--- src/rtl/int_to_float_e4m3.sv ---
// Signed integer to FP8 E4M3 converter: one normalising shift per clock,
// round-to-nearest-even, saturation to +/-448, valid/ready on both sides.
module int_to_float_e4m3 #(
    parameter int unsigned IN_W = 8
) (
    input  logic            clock,
    input  logic            reset,
    input  logic            in_valid,
    output logic            in_ready,
    input  logic [IN_W-1:0] in_data,
    output logic            out_valid,
    input  logic            out_ready,
    output logic [7:0]      out_data,
    output logic            out_sat
);

    localparam int unsigned EXP_W  = 5;
    localparam int unsigned MAN_W  = 3;
    localparam int unsigned EM_W   = EXP_W + MAN_W;
    localparam int unsigned BIAS   = 7;
    localparam logic [EXP_W-1:0] EXP_START = EXP_W'(IN_W - 1 + BIAS);
    // Bits below the guard bit that feed the sticky OR (empty when IN_W=5).
    localparam logic [IN_W-1:0] STICKY_MASK = IN_W'((1 << (IN_W - 5)) - 1);

    typedef enum logic [1:0] {
        ST_IDLE  = 2'd0,
        ST_NORM  = 2'd1,
        ST_ROUND = 2'd2,
        ST_DONE  = 2'd3
    } state_t;

    state_t           state, state_nxt;
    logic             sign_r, sign_nxt;
    logic [IN_W-1:0]  mag_r, mag_nxt;
    logic [EXP_W-1:0] exp_r, exp_nxt;
    logic [7:0]       out_data_nxt;
    logic             out_sat_nxt;
    logic             in_ready_nxt;
    logic             out_valid_nxt;

    logic [MAN_W-1:0] man;
    logic             guard;
    logic             sticky;
    logic             inc;
    logic [EM_W-1:0]  rounded;
    logic [EXP_W-1:0] exp_rnd;
    logic [MAN_W-1:0] man_rnd;
    logic [IN_W-1:0]  in_abs;

    // State and datapath registers
    always_ff @(posedge clock or posedge reset) begin
        if (reset) begin
            state     <= ST_IDLE;
            sign_r    <= 1'b0;
            mag_r     <= '0;
            exp_r     <= '0;
            out_data  <= 8'h00;
            out_sat   <= 1'b0;
            in_ready  <= 1'b1;
            out_valid <= 1'b0;
        end else begin
            state     <= state_nxt;
            sign_r    <= sign_nxt;
            mag_r     <= mag_nxt;
            exp_r     <= exp_nxt;
            out_data  <= out_data_nxt;
            out_sat   <= out_sat_nxt;
            in_ready  <= in_ready_nxt;
            out_valid <= out_valid_nxt;
        end
    end

    // Next state, datapath updates and rounding
    always_comb begin
        state_nxt    = state;
        sign_nxt     = sign_r;
        mag_nxt      = mag_r;
        exp_nxt      = exp_r;
        out_data_nxt = out_data;
        out_sat_nxt  = out_sat;

        in_abs  = in_data[IN_W-1] ? (IN_W'(0) - in_data) : in_data;
        man     = mag_r[IN_W-2 -: MAN_W];
        guard   = mag_r[IN_W-5];
        sticky  = |(mag_r & STICKY_MASK);
        inc     = guard & (sticky | man[0]);
        // Mantissa carry ripples straight into the exponent field.
        rounded = {exp_r, man} + EM_W'(inc);
        exp_rnd = rounded[EM_W-1:MAN_W];
        man_rnd = rounded[MAN_W-1:0];

        case (state)
            ST_IDLE: begin
                if (in_valid) begin
                    sign_nxt  = in_data[IN_W-1];
                    mag_nxt   = in_abs;
                    exp_nxt   = EXP_START;
                    state_nxt = ST_NORM;
                end
            end
            ST_NORM: begin
                if (mag_r == '0) begin
                    out_data_nxt = 8'h00;
                    out_sat_nxt  = 1'b0;
                    state_nxt    = ST_DONE;
                end else if (mag_r[IN_W-1]) begin
                    state_nxt = ST_ROUND;
                end else begin
                    mag_nxt = mag_r << 1;
                    exp_nxt = exp_r - EXP_W'(1);
                end
            end
            ST_ROUND: begin
                if (exp_rnd > EXP_W'(15) ||
                    (exp_rnd == EXP_W'(15) && man_rnd == MAN_W'(7))) begin
                    out_data_nxt = {sign_r, 7'h7E};
                    out_sat_nxt  = 1'b1;
                end else begin
                    out_data_nxt = {sign_r, exp_rnd[3:0], man_rnd};
                    out_sat_nxt  = 1'b0;
                end
                state_nxt = ST_DONE;
            end
            ST_DONE: begin
                if (out_ready) begin
                    state_nxt = ST_IDLE;
                end
            end
            default: state_nxt = ST_IDLE;
        endcase

        in_ready_nxt  = (state_nxt == ST_IDLE);
        out_valid_nxt = (state_nxt == ST_DONE);
    end

endmodule

--- config.mk ---
export PLATFORM = sky130hd
export DESIGN_NAME = int_to_float_e4m3
export DESIGN_NICKNAME = d
export VERILOG_FILES = /design/src/rtl/int_to_float_e4m3.sv
export SDC_FILE = /design/constraint.sdc
export NUM_CORES = 1
export LEC_CHECK = 0
export CORE_UTILIZATION = 54
export DETAILED_ROUTE_END_ITERATION = 7
export PLACE_DENSITY_LB_ADDON = 0.1
export SETUP_SLACK_MARGIN = 0.05
export SYNTH_ARGS = -nofsm -noshare
export SYNTH_HDL_FRONTEND = slang
export SYNTH_SLANG_ARGS = --single-unit
--- constraint.sdc ---
create_clock -name clock -period 2.74 [get_ports clock]
set_input_delay 0.411 -clock clock [delete_from_list [all_inputs] [get_ports clock]]
set_output_delay 0.411 -clock clock [all_outputs]
set_load 0.1 [all_outputs]
# Word-level counts from Yosys, hierarchy flattened
# Cells that the tools add are included.
dict set report classes {
  n_addsub 3
  n_lt_le_gt_ge 1
  n_eq_ne 10
  n_mux 20
  n_bitwise 2
  reduce_logical 12
}
# cell n
set ops {}
lappend ops {{2-to-1 mux 8 bit} 5}
lappend ops {{one-hot mux 8 bit (2 select lines)} 2}
lappend ops {{2-to-1 mux 5 bit} 3}
lappend ops {{one-hot mux 5 bit (2 select lines)} 1}
lappend ops {{adder 8 x 1 -> 8 bit} 1}
lappend ops {{logical NOT 8 bit} 1}
lappend ops {{2-to-1 mux 2 bit} 4}
lappend ops {{!= test 2 bit, second input constant} 4}
lappend ops {{one-hot mux 2 bit (4 select lines)} 1}
lappend ops {{subtractor 1 x 8 -> 8 bit, first input constant} 1}
lappend ops {{2-to-1 mux 7 bit} 1}
lappend ops {{== test 2 bit, second input constant} 3}
lappend ops {{== test 5 x 4 -> 1 bit, second input constant} 1}
lappend ops {{> comparator 5 x 4 -> 1 bit, second input constant} 1}
lappend ops {{subtractor 5 x 1 -> 5 bit, second input constant} 1}
lappend ops {{logical NOT 2 bit} 2}
lappend ops {{AND reduction 2 bit} 2}
lappend ops {{AND reduction 4 bit} 1}
lappend ops {{nonzero test 2 bit} 2}
lappend ops {{== test 3 bit, second input constant} 1}
lappend ops {{AND reduction 3 bit} 1}
lappend ops {{OR reduction 3 bit} 1}
lappend ops {{== test 2 x 1 -> 1 bit, second input constant} 1}
lappend ops {{2-to-1 mux 1 bit} 2}
lappend ops {{other kinds (5)} 5}
dict set report totals {
  register_bits 27
  input_bits 12
  output_inout_bits 11
}

# Depth between registers and ports, before layout
dict set report depth {
  depth_word 9
  mapped_depth 8
  depth_no_buf 7
}

# Worst setup path before layout
# OpenSTA, ideal clock, no wires.
dict set report synth_path {
  path_type {register to register}
  startpoint {reg mag_r[4]}
  endpoint {reg exp_r[3]}
  setup_ns 0.133
  t_arrival_ns 1.855
  required_ns 2.607
  setup_slack_ns 0.752
  path_stages_with_launch 8
  n_path_buf 2
  synth_period_minus_slack_ns 1.988
  cell_sequence {dfrtp_1 -> buf_6 -> or4_4 -> or3_1 -> buf_2 -> o211ai_1 -> xor2_1 -> nand2_1}
}
dict set report synth_between {
  elab_chain_cells 3
}
# item line_no
set synth_rtl {}
lappend synth_rtl {{start: declaration} 34} ;# logic [IN_W-1:0] mag_r, mag_nxt;
lappend synth_rtl {{start signal: assignment} 64} ;# mag_r <= mag_nxt;
lappend synth_rtl {{logical NOT 8 bit} 102} ;# if (mag_r == '0) begin
lappend synth_rtl {{!= test 2 bit (no source line)} --}
lappend synth_rtl {{AND reduction 4 bit (no source line)} --}
lappend synth_rtl {{end signal: assignment} 65} ;# exp_r <= exp_nxt;
lappend synth_rtl {{end: declaration} 35} ;# logic [EXP_W-1:0] exp_r, exp_nxt;
# Every way passes these cells.
# A chain may end at the register's enable or synchronous reset.

# Worst setup path in the final report
dict set report layout_path {
  startpoint {reg mag_r[4]}
  endpoint {reg exp_r[1]}
}
# The elaborated chain is that of the path after synthesis.

==> results.sh <==
export IMPL_grt_pass1_wl_mm=5.92
export IMPL_pre_cts_ws_ps=305
export IMPL_worstSetupPathType="flop to flop"
export IMPL_yosysMostFrequentCell="dfrtp_1"
export IMPL_post_cts_buffers=0
export IMPL_layout_nets=207
export IMPL_initialDrtViolationCount=54
export IMPL_synthFlopType="dfrtp_1"
export IMPL_grt_pass1_vias=1280
export IMPL_drive_above_1_share=0.120
export IMPL_yosys_area_top_type="dfrtp_1"
export IMPL_io_pins=23
export IMPL_routed_wl_mm=3.30
export IMPL_cts_tree="built"
export IMPL_cts_root_buf="clkbuf_4"
export IMPL_skew_ps=7.52
export IMPL_ys_seq_area_frac=0.421
export IMPL_start_util=0.578
export IMPL_yosys_register_bits=27
export IMPL_fp_row_count=19
export IMPL_cts_htree_levels=1
export IMPL_cts_clk_slew_worst_paths_ps=150
export IMPL_ant_nets=0
export IMPL_diodes=0
export IMPL_portBuffers=22
export IMPL_worstPathCellList="or4_4 -> or3_1 -> o21ai_4 -> a21oi_1 -> a21o_1"
export IMPL_coreArea_um2=2780
export IMPL_netlist_instances=174
export IMPL_vias=1292
export IMPL_synth_top_area_share=0.405
export IMPL_setup_violations=0
export IMPL_chipHeight_um=56.5
export IMPL_synth_common_cells="26 x dfrtp_1, 16 x nand2_1, 13 x nor2_1"
export IMPL_grt_usage=0.235
export IMPL_antenna_found_initial=0
export IMPL_viasPerCell=5.82
export IMPL_clock_latency_ps=320
export IMPL_regArea_um2=677
export IMPL_cts_buffers=3
export IMPL_avgRoutedWirePerCell_um=14.9
export IMPL_dieArea_um2=3200
export IMPL_overflow=0
export IMPL_r2r_setup_slack_ps=530
export IMPL_rsz0062_at_grt="no"
export IMPL_hp_class="input pin to asynchronous set/reset pin"
export IMPL_first_pass_iters=4
export IMPL_min_period_over_period=0.808
export IMPL_r2r_start="mag_r[4]"
export IMPL_syn_num_nets=189
export IMPL_die_w_um=56.5
export IMPL_startpoint_type="flop"
export IMPL_critical_path_peak_fanout=14
export IMPL_cts_buffer_depth=2
export IMPL_drv_slew=0
export IMPL_dp_cells=218
export IMPL_final_cells=222
export IMPL_worst_slew_pin_slew_ps=613
export IMPL_dp_final_hpwl_mm=2.52
export IMPL_multiInputGateArea_um2=827
export IMPL_status="complete, no violations"
export IMPL_postCtsHoldBufs=0
export IMPL_cp_startpoint="mag_r[4]"
export IMPL_slowest_delay_ps=560
export IMPL_cts_resized=0
export IMPL_yosysUniqueCellTypes=42
export IMPL_synthesis_area_um2=1610
export IMPL_drcViolationCount=0
export IMPL_async_flop_share=1.00
export IMPL_cap_violations=0
export IMPL_end_kind="flop"
export IMPL_hold_slack_ps=421
export IMPL_slew_headroom=0.590
export IMPL_n_fill_cell=237
export IMPL_grt_max_degree=28
export IMPL_syn_avg_cell_area_um2=9.23
export IMPL_layout_min_cycle_time_ps=2210
export IMPL_clkSinkCount=27
export IMPL_setup_tns_ps=0
export IMPL_fin_ws_ps=527
export IMPL_hold_viol_final=0
export IMPL_area_growth_pct=13.4
export IMPL_synthTopCellsByArea="dfrtp_1 40%, xnor2_1 4.9%, nand2_1 3.7%"
export IMPL_routabilityCongestion=0.838
export IMPL_crit_arrival_ps=2450
export IMPL_synth_edf_count=0
export IMPL_slowest_stage="or4_4"
export IMPL_ys_warn_count=0
export IMPL_fmax_mhz=452
export IMPL_required_ps=2980
flip-flops by register name, summed over array words and instances, names as in the netlist:
name / count
exp_r: 5
in_ready: 1
out_valid: 1
state: 2
sign_r: 1
mag_r: 8
out_sat: 1
out_data: 8
metal layers:
metal / global-route usage / wire length [µm]
met4: 0.0697 / 30
met2: 0.373 / 1570
met3: 0.0369 / 81
met1: 0.331 / 1620
met5: 0 / 0
layout make-up:
type / instances / share of cell area
Multi-Input combinational cell: 125 / 0.454
Sequential cell: 27 / 0.372
Inverter: 11 / 0.0227
Clock buffer: 3 / 0.0124
Tap cell: 31 / 0.0213
Clock inverter: 1 / 0.00412
Timing Repair Buffer: 24 / 0.114
cells in the final DEF, fill, tap and decap left out, types with 8 or more instances in the layout:
master,n
a21oi_1,10
o31ai_1,8
o21ai_0,10
xnor2_1,9
clkdlybuf4s50_1,11
nor2_1,13
nand2_1,16
inv_1,11
buf_4,13
dfrtp_1,26
path summary, 6_finish.rpt:
kind	depth (start not counted)	to
min	3	mag_r[5]
min reg2reg	1	out_data[3]
min in group clock	1	out_data[3]
max reg2reg	5	exp_r[1]
max in group asynchronous	3	in_ready
max	5	exp_r[1]
worst max-delay path, delay by kind of cell (launching register included):
| family | cells | cell delay, ps |
|---|---|---|
| compound gates | 3 | 610 |
| flops | 1 | 490 |
| simple gates | 2 | 1020 |
logic make-up (layout without fill, tap and decap cells):
group,Yosys count,count (layout),share of synthesized area
and+or+nand+nor,53,53,0.167
AOI/OAI and AO/OA,52,52,0.222
DFF,27,27,0.421
buffers and inverters,22,39,0.0639
xor gates and xnor gates,14,14,0.0763
adders and majority gates,3,3,0.0234
muxes,3,3,0.0265
stage by stage:
step,cell area (µm²),util
6_report,1820,0.655
3_3_place_gp,1790,0.644
5_1_grt,1820,0.655
2_1_floorplan,1610,-
4_1_cts,1820,0.655
3_5_place_dp,1790,0.644
Power is left out: the tool's default activity adds up to more than one toggle a clock period on the data nets, which glitch-free logic cannot reach.
==> patch 1, RTL diff (same flow settings) <==
`out_data` no longer has a reset.
--- a/src/rtl/int_to_float_e4m3.sv
+++ b/src/rtl/int_to_float_e4m3.sv
@@ -54,7 +54,6 @@
             sign_r    <= 1'b0;
             mag_r     <= '0;
             exp_r     <= '0;
-            out_data  <= 8'h00;
             out_sat   <= 1'b0;
             in_ready  <= 1'b1;
             out_valid <= 1'b0;
@@ -63,11 +62,14 @@
             sign_r    <= sign_nxt;
             mag_r     <= mag_nxt;
             exp_r     <= exp_nxt;
-            out_data  <= out_data_nxt;
             out_sat   <= out_sat_nxt;
             in_ready  <= in_ready_nxt;
             out_valid <= out_valid_nxt;
         end
+    end
+
+    always_ff @(posedge clock) begin
+        out_data <= out_data_nxt;
     end
 
     // Next state, datapath updates and rounding
Function: differs if reset is asserted again (counterexample within 4 cycles, from zero or initial values and one cycle with reset high); with reset held inactive, the same outputs for 10 cycles.
==> patch 1 against the original RTL <==
Sequential cell count unchanged; first-iteration DRC count down 39%; largest cell class unchanged; fmax down 1.5%; routed wire length down 11%; synthesized area down 6.5%; cell area down 4.7%; worst setup slack worse by 0.035 ns; clock skew about the same.
==> patch 1: results (changes against the original RTL) <==
| Metric | Value |
|---|---|
| Total Wirelength | `2.94 mm (was 3.30 mm)` |
| Slowest-stage cell, CP | `or4_1 (was or4_4)` |
| H-tree depth | `1 (unchanged)` |
| All-Layer GR Usage | `22.8% (was 23.5%)` |
| Core ar. | `2540 um^2 (was 2780 um^2)` |
| 1st-pass router iterations | `5 (was 4)` |
| Post-synth EDFFs | `8 (was 0)` |
| Nets | `198 (was 207)` |
| FF-to-FF End | `out_sat (was exp_r[1])` |
| Worst Reg-to-Reg Cells | `6 (was 5)` |
| Per-cell routed wire length | `13.9 um (was 14.9 um)` |
| DP Worst Slack | `0.508 ns (was 0.305 ns)` |
| Resize count post-CTS | `0 (unchanged)` |
| Commonest register cell after synthesis | `dfrtp_1 (unchanged)` |
| Mean post-synth cell area | `9.33 um^2 (was 9.23 um^2)` |
| CP endpoint kind | `flip-flop (unchanged)` |
| Hold EP | `sign_r` |
| Root Buffer | `clkbuf_4 (unchanged)` |
| Netlist cell types | `37 (was 42)` |
| Vias in the first global route | `1134 (was 1280)` |
| Crit-path max cell delay | `0.52 ns (was 0.56 ns)` |
| Post-Place Cells | `207 (was 218)` |
| Initial DRC count | `33 (was 54)` |
| Register area share after synthesis | `47.8% (was 42.1%)` |
| CP arrival | `2.50 ns (was 2.45 ns)` |
| Syn nets | `177 (was 189)` |
| PortBufs | `22 (unchanged)` |
| Outcome | `finished clean (unchanged)` |
| Hold Path Cell Cnt | `2` |
| Antenna violations before repair | `0 (unchanged)` |
| Clock Skew | `0.00711 ns (was 0.00752 ns)` |
| Worst setup margin | `0.493 ns (was 0.527 ns)` |
| Crit path max fanout | `6 (was 14)` |
| ANT nets after route | `0 (unchanged)` |
| Dpl hpwl | `2.16 mm (was 2.52 mm)` |
| Syn. warnings | `0 (unchanged)` |
| Layout cell share with drive strength beyond 1 | `11.0% (was 12.0%)` |
| Worst Setup SP | `mag_r[3] (was mag_r[4])` |
| Vias per inst | `5.75 (was 5.82)` |
| Slew @ Worst Pin | `0.726 ns (was 0.613 ns)` |
| Antenna Cells | `0 (unchanged)` |
| Fin Hold WS | `0.494 ns (was 0.421 ns)` |
| Worst Hold Class | `flip-flop to flip-flop (was input pin to async pin)` |
| Pin count of the biggest net entering global routing | `20 (was 28)` |
| Top cells by area, synth | `dfrtp_1, edfxtp_1, nand2_1, xnor2_1, a21oi_1 (was dfrtp_1, xnor2_1, nand2_1, o31ai_1, a21oi_1)` |
| Routability-driven placement congestion ratio | `0.842 (was 0.838)` |
| Leak | `0.000744 uW` |
| Fraction of registers with async set/reset | `70.4% (was 100%)` |
| Post-synth top cells | `nand2_1, dfrtp_1, a21oi_1, nor2_1, o21ai_0 (was dfrtp_1, nand2_1, nor2_1)` |
| CTS Buf Count | `3 (unchanged)` |
| Global-route wire length before repair | `4.82 mm (was 5.92 mm)` |
## patch 1: changes by cell type after synthesis, sizes merged, moves of 3 or more
cell	before	now
edfxtp	0	8
nand2	16	20
and3	0	3
inv	11	7
nand2b	5	2
a21o	4	1
nand3	1	6
o211ai	4	0
dfrtp	26	18
buf	6	2
a22oi	0	3
o31ai	8	4
## patch 1: logic make-up (layout without fill, tap and decap cells)
group / after synthesis / in the layout / synth area share (%)
AOI/OAI and AO/OA: 37 / 37 / 14.3
buffers and inverters: 15 / 35 / 4.25
DFF: 27 / 27 / 47.8
xor gates and xnor gates: 13 / 13 / 7.58
and+or+nand+nor: 63 / 63 / 21.4
muxes: 2 / 2 / 1.33
adders and majority gates: 4 / 4 / 3.33
## patch 1: final cells by class
cell class	count	area (um^2)
Fill cell	220	810
Inverter	7	26.3
Tap cell	30	37.5
Timing Repair Buffer	24	208
Sequential cell	27	717
Multi-Input combinational cell	119	721
Clock buffer	4	26.3
## patch 1: power breakdown
group	internal (uW)	total (uW)	switching, uW	leakage (uW)
Clock	56.9	169	112	0.0000150
Combinational	321	1160	836	0.000427
Sequential	601	763	162	0.000303
## patch 1: layer usage
metal / global-route usage (%) / wire length [um] / vias to the layer above
met5: 0 / 0 / -
met4: 8.55 / 14 / 0
met3: 6.39 / 121 / 2
met2: 39.2 / 1440 / 29
met1: 26.5 / 1360 / 576
li1: - / - / 607
## patch 1: worst max-delay path, delay by kind of cell, from the launching register on
family,cells,cell delay (ns)
AO/OA/AOI/OAI,1,0.18
adder cells (fa/ha/maj),1,0.27
buffers and inverters,1,0.05
flip-flops,1,0.48
AND/OR/NAND/NOR,3,1.20
==> patch 2, RTL diff (config.mk and constraints unchanged) <==
Without the edit above. The localparam `EXP_W` goes from 5 to 7.
--- a/src/rtl/int_to_float_e4m3.sv
+++ b/src/rtl/int_to_float_e4m3.sv
@@ -14,7 +14,7 @@
     output logic            out_sat
 );
 
-    localparam int unsigned EXP_W  = 5;
+    localparam int unsigned EXP_W  = 7;
     localparam int unsigned MAN_W  = 3;
     localparam int unsigned EM_W   = EXP_W + MAN_W;
     localparam int unsigned BIAS   = 7;
Formal check against the unedited RTL: same outputs for any inputs over 10 cycles, from zero or initial values and one cycle with reset high; that may be too few to reach the edited logic, so the function may still have changed.
==> patch 2 against the original RTL <==
The flow now finishes with violations (DRC); routed wire length is 12% higher; synthesized area is 4.9% higher; cell area is 8.2% higher; fmax is 4.4% higher; sequential cell count is 2 higher; worst setup slack better by 0.094 ns.
==> patch 2: results (changes against the original RTL) <==
| Metric | Value |
|---|---|
| CP endpoint kind | `flip-flop (unchanged)` |
| Filler cells | `237 (unchanged)` |
| Largest registers | `mag_r x8, out_data x8, exp_r x7 (was mag_r x8, out_data x8, exp_r x5)` |
| Post-Synth Adder-Cell Area | `2.97% (was 2.34%)` |
| CP startpoint kind | `flip-flop (unchanged)` |
| Vias in the first global route | `1412 (was 1280)` |
| Post-synth top cells | `dfrtp_1, nand2_1, nor2_1 (unchanged)` |
| Global-route wire length before repair | `6.22 mm (was 5.92 mm)` |
| CTS Buf Count | `5 (was 3)` |
| Complex-gate fraction of the synthesized area | `19.9% (was 22.2%)` |
| DP Worst Slack | `0.629 ns (was 0.305 ns)` |
| Worst setup margin | `0.621 ns (was 0.527 ns)` |
| Fraction of registers with async set/reset | `100% (unchanged)` |
| Slew @ Worst Pin | `0.723 ns (was 0.613 ns)` |
| Syn nets | `203 (was 189)` |
| 1st-pass router iterations | `7 (was 4)` |
| Initial DRC count | `83 (was 54)` |
| Failing checks | `DRC` |
| Routability-driven placement congestion ratio | `0.845 (was 0.838)` |
| Netlist cell types | `47 (was 42)` |
| Xor/xnor share of the synthesized area | `5.72% (was 7.63%)` |
| Relative slew slack | `51.8% (was 59.0%)` |
| Crit path max fanout | `17 (was 14)` |
| Syn. warnings | `0 (unchanged)` |
| Nets | `227 (was 207)` |
| Outcome | `finished, violations left (was finished clean)` |
| Drt drc | `1 (was 0)` |
| Clock Skew | `0.00404 ns (was 0.00752 ns)` |
| Dpl hpwl | `2.75 mm (was 2.52 mm)` |
| CP arrival | `2.34 ns (was 2.45 ns)` |
| Register area share after synthesis | `43.1% (was 42.1%)` |
| Leak | `0.000875 uW` |
| Slowest-stage cell, CP | `or4_4 (unchanged)` |
| All-Layer GR Usage | `24.7% (was 23.5%)` |
| Worst Hold Class | `input pin to async pin (unchanged)` |
| Hold Vio Cnt, Final | `0 (unchanged)` |
| Clock Latency Late Sink | `0.34 ns (was 0.32 ns)` |
| Per-cell routed wire length | `15.2 um (was 14.9 um)` |
| Worst Reg-to-Reg Cells | `5 (unchanged)` |
| Top cells by area, synth | `dfrtp_1, xnor2_1, nand2_1, nor2_1, o21ai_0 (was dfrtp_1, xnor2_1, nand2_1, o31ai_1, a21oi_1)` |
| FF-to-FF End | `exp_r[3] (was exp_r[1])` |
| Pin count of the biggest net entering global routing | `19 (was 28)` |
| Vias per inst | `6.12 (was 5.82)` |
| H-tree depth | `2 (was 1)` |
| Post-synthesis mux area share | `1.26% (was 2.65%)` |
| Root Buffer | `clkbuf_4 (unchanged)` |
| Layout cell share with drive strength beyond 1 | `13.7% (was 12.0%)` |
| Clock-pin slew on the worst setup and hold paths | `0.10 ns (was 0.15 ns)` |
## patch 2: worst min path at each step
stage	start	slack, ns	to	cells past startpoint
after floorplan	sign_r	0.45	sign_r	2
after global placement	out_sat	0.49	out_sat	2
after detailed placement	out_data[7]	0.48	out_data[7]	1
after CTS	reset	0.47	out_sat	2
after global routing	reset	0.52	out_sat	2
final	reset	0.45	out_sat	2
## patch 2: logic make-up after synthesis
family | count (synthesis)
XOR/XNOR | 11
adder cells (fa/ha/maj) | 4
multiplexers | 2
buffers and inverters | 15
AO/OA/AOI/OAI | 51
flip-flops | 29
AND/OR/NAND/NOR | 75
## patch 2: area by class of cell
cell class	count	share of cell area (%)
Multi-Input combinational cell	143	45.6
Sequential cell	29	36.9
Timing Repair Buffer	24	10.5
Tap cell	31	1.97
Clock buffer	7	3.30
Inverter	8	1.52
Clock inverter	1	0.254
## patch 2: layer usage
layer	vias up	wire (um)	global-route usage, %
li1	724	-	-
met1	691	1570	30.7
met2	60	1780	39.6
met3	11	256	7.81
met4	0	80	10.9
met5	-	0	0
## patch 2: per-stage QoR
step,cells,cell area (um^2)
floorplan,187,1690
global placement,235,1900
detailed placement,235,1900
CTS,243,1970
global route,243,1970
finish,243,1970
## patch 2: power by group
| part | internal [uW] | switching, uW |
|---|---|---|
| Sequential | 621 | 209 |
| Combinational | 470 | 1060 |
| Clock | 148 | 156 |
| Total | 1240 | 1420 |
## patch 2: worst max-delay path, delay by kind of cell, from the launching register on
family	cells	cell delay (ns)
DFF	1	0.45
AOI/OAI and AO/OA	1	0.35
and+or+nand+nor	4	1.20
